File: src/rtl/h14tx_rst_pkg.sv
// Shared types and default constants for the TMDS-root reset sequencer.
// Holds the sequencer state encoding and default timing parameters.
package h14tx_rst_pkg;

  typedef enum logic [1:0] {
    StAssert  = 2'd0,
    StGuard   = 2'd1,
    StRelease = 2'd2,
    StRun     = 2'd3
  } state_t;

  localparam int RstGuardWidth = 4;
  localparam int RstStagger    = 8;
  localparam int RstLockFilter = 4;

endpackage

File: src/rtl/h14tx_rst_seq_sync_ff.sv
// Generic multi-flop synchroniser, synchronous reset to zero.
// Ports: i_clk, i_rst (sync, active-high), i_d[Width], o_q[Width].
module h14tx_sync_ff
  import h14tx_rst_pkg::*;
#(
  parameter int Width  = 1,
  parameter int Stages = 2
) (
  input  logic             i_clk,
  input  logic             i_rst,
  input  logic [Width-1:0] i_d,
  output logic [Width-1:0] o_q
);

  logic [Width-1:0] r_stg [Stages];

  always_ff @(posedge i_clk) begin
    if (i_rst) begin
      for (int i = 0; i < Stages; i++) r_stg[i] <= '0;
    end else begin
      r_stg[0] <= i_d;
      for (int i = 1; i < Stages; i++) r_stg[i] <= r_stg[i-1];
    end
  end

  assign o_q = r_stg[Stages-1];

endmodule

File: src/rtl/h14tx_rst_seq.sv
// Reset sequencer: syncs ext_rst_n/lock, filters lock, then releases
// NumOut active-low resets in index order, StaggerCycles apart.
// Ports: clk, rst (sync, active-high), ext_rst_n, lock (async inputs),
//   sync_rst_n[NumOut], ready, lock_loss_cnt[8] (H14TX_RST_SEQ_STATS_EN).
module h14tx_rst_seq
  import h14tx_rst_pkg::*;
#(
  parameter int NumOut        = 3,
  parameter int GuardWidth    = RstGuardWidth,
  parameter int StaggerCycles = RstStagger,
  parameter int LockFilter    = RstLockFilter
) (
  input  logic              clk,
  input  logic              rst,
  input  logic              ext_rst_n,
  input  logic              lock,
  output logic [NumOut-1:0] sync_rst_n,
`ifdef H14TX_RST_SEQ_STATS_EN
  output logic [7:0]        lock_loss_cnt,
`endif
  output logic              ready
);

  localparam int SW = $clog2(StaggerCycles + 1);
  localparam int RW = $clog2(NumOut + 1);
  localparam int LW = $clog2(LockFilter + 1);

  localparam logic [GuardWidth-1:0] GuardMax = '1;
  localparam logic [SW-1:0] StagMax = SW'(StaggerCycles - 1);
  localparam logic [RW-1:0] RelMax  = RW'(NumOut);
  localparam logic [LW-1:0] LfMax   = LW'(LockFilter - 1);

  generate
    if (NumOut < 1) begin : g_bad_numout
      $error("NumOut must be >= 1");
    end
    if (StaggerCycles < 1) begin : g_bad_stagger
      $error("StaggerCycles must be >= 1");
    end
    if (LockFilter < 1) begin : g_bad_filter
      $error("LockFilter must be >= 1");
    end
  endgenerate

  logic [1:0] w_sync;
  logic       w_ext_s;
  logic       w_lock_s;

  h14tx_sync_ff #(
    .Width  (2),
    .Stages (2)
  ) u_sync (
    .i_clk (clk),
    .i_rst (rst),
    .i_d   ({ext_rst_n, lock}),
    .o_q   (w_sync)
  );

  assign {w_ext_s, w_lock_s} = w_sync;

  // Rising lock is filtered; a single low sample drops it at once.
  logic [LW-1:0] r_lf_cnt;
  logic          r_lock_q;

  always_ff @(posedge clk) begin
    if (rst) begin
      r_lf_cnt <= '0;
      r_lock_q <= 1'b0;
    end else if (!w_lock_s) begin
      r_lf_cnt <= '0;
      r_lock_q <= 1'b0;
    end else if (r_lf_cnt == LfMax) begin
      r_lock_q <= 1'b1;
    end else begin
      r_lf_cnt <= r_lf_cnt + LW'(1);
    end
  end

  logic w_qual;
  assign w_qual = w_ext_s && r_lock_q;

  state_t          r_state, w_state_nxt;
  logic [GuardWidth-1:0] r_guard_cnt, w_guard_nxt;
  logic [SW-1:0]   r_stag_cnt, w_stag_nxt;
  logic [RW-1:0]   r_rel_cnt, w_rel_nxt;

  always_ff @(posedge clk) begin
    if (rst) begin
      r_state     <= StAssert;
      r_guard_cnt <= '0;
      r_stag_cnt  <= '0;
      r_rel_cnt   <= '0;
    end else begin
      r_state     <= w_state_nxt;
      r_guard_cnt <= w_guard_nxt;
      r_stag_cnt  <= w_stag_nxt;
      r_rel_cnt   <= w_rel_nxt;
    end
  end

  // Loss of qual wins over every other transition.
  always_comb begin
    w_state_nxt = r_state;
    w_guard_nxt = r_guard_cnt;
    w_stag_nxt  = r_stag_cnt;
    w_rel_nxt   = r_rel_cnt;
    unique case (r_state)
      StAssert: begin
        w_guard_nxt = '0;
        w_stag_nxt  = '0;
        w_rel_nxt   = '0;
        if (w_qual) w_state_nxt = StGuard;
      end
      StGuard: begin
        if (!w_qual) begin
          w_state_nxt = StAssert;
        end else if (r_guard_cnt == GuardMax) begin
          w_state_nxt = StRelease;
          w_rel_nxt   = RW'(1);
          w_stag_nxt  = '0;
        end else begin
          w_guard_nxt = r_guard_cnt + GuardWidth'(1);
        end
      end
      StRelease: begin
        if (!w_qual) begin
          w_state_nxt = StAssert;
        end else if (r_rel_cnt >= RelMax) begin
          w_state_nxt = StRun;
        end else if (r_stag_cnt == StagMax) begin
          w_rel_nxt  = r_rel_cnt + RW'(1);
          w_stag_nxt = '0;
        end else begin
          w_stag_nxt = r_stag_cnt + SW'(1);
        end
      end
      StRun: begin
        if (!w_qual) w_state_nxt = StAssert;
      end
      default: w_state_nxt = StAssert;
    endcase
  end

  logic [NumOut-1:0] w_rst_n;

  always_comb begin
    w_rst_n = '0;
    for (int i = 0; i < NumOut; i++) begin
      w_rst_n[i] = (r_state == StRun) ||
                   ((r_state == StRelease) && (RW'(i) < r_rel_cnt));
    end
  end

  assign sync_rst_n = w_rst_n;
  assign ready      = &w_rst_n;

`ifdef H14TX_RST_SEQ_STATS_EN
  logic [7:0] r_loss_cnt;
  logic       w_loss_evt;

  // Only drops caused by lock count; ext-only drops are ignored.
  assign w_loss_evt = ((r_state == StRelease) || (r_state == StRun)) &&
                      !r_lock_q;

  always_ff @(posedge clk) begin
    if (rst) begin
      r_loss_cnt <= '0;
    end else if (w_loss_evt && (r_loss_cnt != 8'hFF)) begin
      r_loss_cnt <= r_loss_cnt + 8'd1;
    end
  end

  assign lock_loss_cnt = r_loss_cnt;
`endif

endmodule

File: config.mk
export PLATFORM = sky130hd
export DESIGN_NAME = h14tx_rst_seq
export DESIGN_NICKNAME = d
export VERILOG_FILES = /design/src/rtl/h14tx_rst_pkg.sv /design/src/rtl/h14tx_rst_seq_sync_ff.sv /design/src/rtl/h14tx_rst_seq.sv
export SDC_FILE = /design/constraint.sdc
export NUM_CORES = 1
export LEC_CHECK = 0
export ABC_AREA = 1
export CORE_UTILIZATION = 50
export CTS_BUF_LIST = sky130_fd_sc_hd__clkbuf_8
export CTS_CLUSTER_DIAMETER = 40
export DETAILED_ROUTE_END_ITERATION = 8
export GPL_TIMING_DRIVEN = 0
export PLACE_DENSITY = 0.74
export SLEW_MARGIN = 10
export SYNTH_ARGS = -nofsm -noshare
export SYNTH_HDL_FRONTEND = slang
export SYNTH_SLANG_ARGS = --single-unit
File: constraint.sdc
create_clock -name clk -period 1.3 [get_ports clk]
set_input_delay 0.195 -clock clk [delete_from_list [all_inputs] [get_ports clk]]
set_output_delay 0.195 -clock clk [all_outputs]
set_load 0.02 [all_outputs]
* Word level (Yosys, flattened, before mapping)
Memory sizes are Yosys's and may differ from the RTL's. Cells that the tools add are included. Widths: inputs -> output; s select.
Storage, ports and cells: bits in registers 16, latch bits 0, memory bits (writable) 4, memory bits (read-only) 0, input bits 4, output and inout bits 4, logic and storage cells 77, memories 1
Cells by class: $add $sub $neg 4, multipliers 0, divide/modulo/power cells 0, order comparisons 4, equality and inequality tests 16, shift operators 0, multiplexer cells 27, bitwise operators 3, reduce and logical (&&, ||, !) cells 16
Memories:
- u_sync.r_stg | depth 2, bits a word 2, rd ports 2, clocked after memory_dff 0, wr ports 2, RTL line h14tx_rst_seq_sync_ff.sv:15 | logic [Width-1:0] r_stg [Stages];
Operators with widths (count):
- $mux 4 | 7
- $mux 2 | 13
- $ne 2x2->1 const B | 8
- $pmux 4 s3 | 1
- $add 4x1->4 const B | 2
- $pmux 2 s4 | 1
- $pmux 4 s2 | 1
- $ne 3x3->1 const B | 2
- $pmux 2 s3 | 1
- $reduce_and 3->1 | 2
- $reduce_and 6->1 | 1
- $reduce_and 5->1 | 1
- $eq 2x2->1 const B | 2
- $eq 4x3->1 const B | 1
- $eq 4x4->1 const B | 1
- $logic_and 1x1->1 | 4
- $lt 1x2->1 const A | 2
- $reduce_and 4->1 | 1
- $add 3x1->3 const B | 1
- $eq 3x2->1 const B | 1
- $logic_or 1x1->1 | 3
- $mux 1 | 3
- $reduce_bool 3->1 | 1
- $add 2x1->2 const B | 1
- 8 further kinds | 9

* Depth between registers and ports, before layout
Gate-level depths: netlist (run 1).
depth after elaboration 5, depth in mapped cells 8, gate-level depth less buffers 8

* By module
From an unflattened synthesis (run 1), not the netlist that was laid out.
Second synthesis, totals: cell total of the unflattened synthesis 157, area total of the unflattened synthesis 1132.3 um2
By module, submodules not included:
- h14tx_rst_seq | instances 1, cells an instance 143, area an instance 1007.2 um2, sequential area each 320.3 um2
- h14tx_sync_ff | instances 1, cells an instance 14, area an instance 125.1 um2, sequential area each 80.1 um2

* Worst setup path before layout (run 1)
OpenSTA, ideal clock, no wires.
path type register -> output, start register r_state[0], end output ready, arrival time 1.667 ns, data required time 1.105 ns, slack -0.562 ns, cell stages (with the launch flop) 6, path buffers 0, cell sequence dfxtp_1 inv_1 ha_1 inv_1 o21ai_0 and3_1
On the way: cells in the longest elaborated chain, start to end 4, elaborated cells between the ends (all ways) 9, those cells by class eq/ne: 2; reduce/logical: 7
RTL lines:
- start, declared | RTL line h14tx_rst_seq.sv:82 | state_t r_state, w_state_nxt;
- start signal, assigned | RTL line h14tx_rst_seq.sv:89 | r_state <= StAssert;
- start signal, assigned | RTL line h14tx_rst_seq.sv:94 | r_state <= w_state_nxt;
- $eq 2x2->1 | RTL line h14tx_rst_seq.sv:150 | ((r_state == StRelease) && (RW'(i) < r_rel_cnt));
- $logic_and 1x1->1 | RTL line h14tx_rst_seq.sv:150
- $logic_or 1x1->1 * | RTL line h14tx_rst_seq.sv:149 | w_rst_n[i] = (r_state == StRun) ||
- named net sync_rst_n[2] | RTL line h14tx_rst_seq.sv:17 | output logic [NumOut-1:0] sync_rst_n,
- $reduce_and 3->1 * | RTL line h14tx_rst_seq.sv:155 | assign ready = &w_rst_n;
- end, declared | RTL line h14tx_rst_seq.sv:21 | output logic ready
Mark *: on every way through the listed nets, which the timed path passes. The rest lies on a longest branch.

* Final worst setup path (run 1)
start register r_rel_cnt[1], end output ready
On the way: cells in the longest elaborated chain, start to end 4, elaborated cells between the ends (all ways) 10, those cells by class order compare: 3; reduce/logical: 7
RTL lines:
- start, declared | RTL line h14tx_rst_seq.sv:85 | logic [RW-1:0] r_rel_cnt, w_rel_nxt;
- start signal, assigned | RTL line h14tx_rst_seq.sv:97 | r_rel_cnt <= w_rel_nxt;
- $lt 1x2->1 or $lt 2x2->1 (tied branches) | RTL line h14tx_rst_seq.sv:150
- $logic_and 1x1->1 | RTL line h14tx_rst_seq.sv:150
- $logic_or 1x1->1 | RTL line h14tx_rst_seq.sv:149
- $reduce_and 3->1 * | RTL line h14tx_rst_seq.sv:155
Mark *: on every way between the ends. The rest lies on a longest branch, timed or not.

==> results of run 1 <==
## through the flow
stage	total power, mW	cell area [µm²]
after floorplan	2.18	1220
after global placement	2.42	1320
after detailed placement	2.49	1320
after CTS	3.33	1470
after global routing	3.63	1500
final	3.37	1500
## synth_stat cells
| cell type | count | area, µm² |
|---|---|---|
| nand2_2 | 3 | 18.8 |
| xor2_1 | 1 | 8.76 |
| nand2_1 | 27 | 101 |
| dfxtp_1 | 20 | 400 |
| nand3_1 | 14 | 70.1 |
| nor3_1 | 1 | 5.00 |
| nor2_8 | 1 | 20.0 |
| nor2_1 | 30 | 113 |
| inv_1 | 20 | 75.1 |
| clkinv_1 | 1 | 3.75 |
| o21ai_0 | 5 | 25.0 |
| inv_2 | 1 | 3.75 |
| o21ai_1 | 1 | 5.00 |
| a21oi_1 | 9 | 45.0 |
| ha_1 | 12 | 150 |
| o21ai_2 | 2 | 17.5 |
| a211oi_1 | 1 | 7.51 |
| nand3_2 | 1 | 10.0 |
| nand3_4 | 1 | 17.5 |
| nand2_4 | 2 | 22.5 |
| and3_1 | 1 | 6.26 |
| o211ai_1 | 1 | 7.51 |
| buf_2 | 1 | 5.00 |
## layer usage
| layer | vias to the layer above | wire length (µm) | track usage |
|---|---|---|---|
| met4 | 0 | 17 | 0.0571 |
| li1 | 535 | - | - |
| met1 | 468 | 974 | 0.216 |
| met3 | 2 | 77 | 0.0278 |
| met2 | 24 | 1140 | 0.376 |
| met5 | - | 0 | 0 |
## cell type report
cell class | count | area, µm²
buffer | 1 | 5.00
timing repair buffer | 13 | 108
clock buffer | 3 | 41.3
clock inverter | 1 | 30.0
fill | 170 | 546
sequential | 20 | 415
tap | 27 | 33.8
multi-input combinational | 113 | 771
inverter | 22 | 92.6
## registers in the layout, indices dropped and copies added, names as in the netlist
name	flops
r_guard_cnt	4
r_lf_cnt	3
r_lock_q	1
r_rel_cnt	2
r_stag_cnt	4
r_state	2
u_sync.r_stg	4
## cell families (layout without fill, tap and decap cells)
| kind of cell | Yosys count | count (layout) |
|---|---|---|
| buffers and inverters | 23 | 40 |
| adder cells (fa/ha/maj) | 12 | 12 |
| AND/OR/NAND/NOR | 81 | 81 |
| flip-flops | 20 | 20 |
| XOR/XNOR | 1 | 1 |
| AO/OA/AOI/OAI | 19 | 19 |
## critical path, delay by kind of cell (launching register included)
| kind | cells | cell delay, ns |
|---|---|---|
| flops | 1 | 0.38 |
| buf+inv | 2 | 0.16 |
| simple gates | 1 | 0.19 |
| compound gates | 1 | 0.15 |
| fa+ha+maj | 1 | 0.18 |
## worst min-delay path by stage
stage | start | end | slack (ns)
finish | rst | u_sync.r_stg[0][0]$_SDFF_PP0_ | 0.19
global route | rst | u_sync.r_stg[0][0]$_SDFF_PP0_ | 0.20
CTS | rst | u_sync.r_stg[0][3]$_SDFF_PP0_ | 0.20
detailed placement | u_sync.r_stg[0][1]$_SDFF_PP0_ | u_sync.r_stg[0][3]$_SDFF_PP0_ | 0.39
global placement | u_sync.r_stg[0][1]$_SDFF_PP0_ | u_sync.r_stg[0][3]$_SDFF_PP0_ | 0.39
floorplan | lock | u_sync.r_stg[0][0]$_SDFF_PP0_ | 0.30
## what timing repair did
action	4_1_cts	5_1_grt
buffers inserted	6	1
endpoints found under the setup margin	11	16
pin swaps	10	3
resized for setup	37	7
## report_power, final
group          switching (mW)  total [mW]  internal, mW
sequential              0.121       0.860         0.739
clock                   0.207       0.618         0.411
combinational            1.12        1.89         0.773
==> results.md, run 1 <==
- Number of synthesis warnings: 0
- Outcome: finished, violations left
- Failing checks: setup timing
- Critical-path cell list: inv_2, ha_2, o21ai_4, and3_4, buf_6
- Worst Hold Depth: 2
- Mux share of post-synthesis cell area: 0
- Hold Crit Class: in2reg
- RSZ-0062 raised after global routing: true
- Clock Skews: 0.00261 ns
- Reg2reg path depth: 8
- Vias in the first global route: 941
- Critical-path top delay cell: dfxtp_4
- Clock transition at path regs: 0.08 ns
- Post-Syn Area: 1140 µm²
- FMAX: 662 MHz
- Pre-CTS setup slack: -0.504 ns
- Largest net degree at the start of global routing: 13
- CP endpoint: ready
- Leading cell type in the layout, fill and taps excluded: nor2_1
- Worst setup path startpoint: r_rel_cnt[1]$_SDFFE_PP0P_
- Simple-Gate Fraction of Synth Area: 0.337
- Largest family of logic cells by synthesized area: simple AND/OR/NAND/NOR gates
- Initial Utilization: 0.558
- Sequential fraction of the synthesis area: 0.352
- Fin cells: 200
- PD cells: 2250 nW/µm²
- CTS Sinks: 20
- First-pass GRT wire length: 3.70 mm
- Final Hold Viols: 0
- Diode count: 0
- Tmin final: 1.51 ns
- Drt via density: 5.15
- H-tree levels: 1
- Worst path max stage delay: 0.38 ns
- CP max FO: 3
- Syn_nets: 172
- CTS max path bufs: 2
- Final worst-path cycle share: 1.16
- Post-synth cell types: 23
- Complex-gate fraction of the synthesized area: 0.0945
- Pins Over Slew Limit: 0
- Cell row count: 16
- CP startpoint kind: flop
- Maxcap violations: 0
- Gr usage total: 0.195
- DRC: 0
- Area Growth Syn to Fin: 31.4%
- Remaining antenna violation count: 0
- Die Area: 2470 µm²
- Final setup violation count: 12
- Worst Max-Slew Pin Slew: 0.269 ns
- Starting DRT DRC Count: 34
- TritonCTS clock tree: done
- Cts hold-fix bufs: 0
- Routed WL: 2.21 mm
- Critical Path AT: 1.32 ns
- Root Buffer: clkbuf_8
- Pre-antenna DRT Iters: 6
- I/O pins: 8
- Worst Setup End Kind: output pin
- Most frequent cells in the layout: nor2_1 (29), nand2_1 (26), dfxtp_1 (16)
- Nets: 190
- PnR worst setup slack: -0.211 ns
- CP Data Required Time: 1.11 ns
- LEAKAGE: 0.642 nW
- GPL Wtd Cong: 0.818
- Initial antenna violation count: 0
- Syn Inst Count: 156
- Avg Cell Area, Syn: 7.30 µm²
- CP Class: reg2out
- Core footprint: 2040 µm²
- Wire length per cell: 11.0 µm
- Port bufs: 6
- Critical R2R Capture: r_stag_cnt[3]$_SDFFE_PP0P_
- Final Util: 0.733
- Half-perimeter wire length after placement: 1.64 mm
- Via count: 1,029
- Vert. Die Dim: 49.7 µm
- Synth Area in Adders: 0.132
- Worst hold margin: 0.194 ns
- Slew HR: 0.820
- Final TNS setup: -1.16 ns
- Inst Count DP: 189
- Synth Area in XOR/XNOR: 0.00769
- Seq cells post-synth: 20
- GR Overflow Total: 0
- Die Wd: 49.7 µm
- Reg-to-Reg Start: r_state[0]$_SDFFE_PP0P_
- Worst skew pair latency: 0.26 ns
- Total CTS buffers: 3
- Layout cell share with drive strength beyond 1: 0.301
- Setup slack, reg-to-reg: -0.14 ns
- Peak supply drop: 1.20 mV
Power figures use the tool's default switching activity.
==> run 2: changes to the inputs <==
SLEW_MARGIN = not set   (was 10)
==> results of run 2 <==
Final layout, timing and power as in run 1 (identical DEF).
==> run 3: changes to the inputs <==
CTS_CLUSTER_DIAMETER = not set   (was 40)
MAX_ROUTING_LAYER = met4   (was not set)
==> results of run 3 <==
Final layout, timing and power as in run 1 (identical DEF).
Among the figures that moved: final weighted congestion in routability-driven placement 0.818 -> 0.830; overall routing resource usage 0.195 -> 0.200
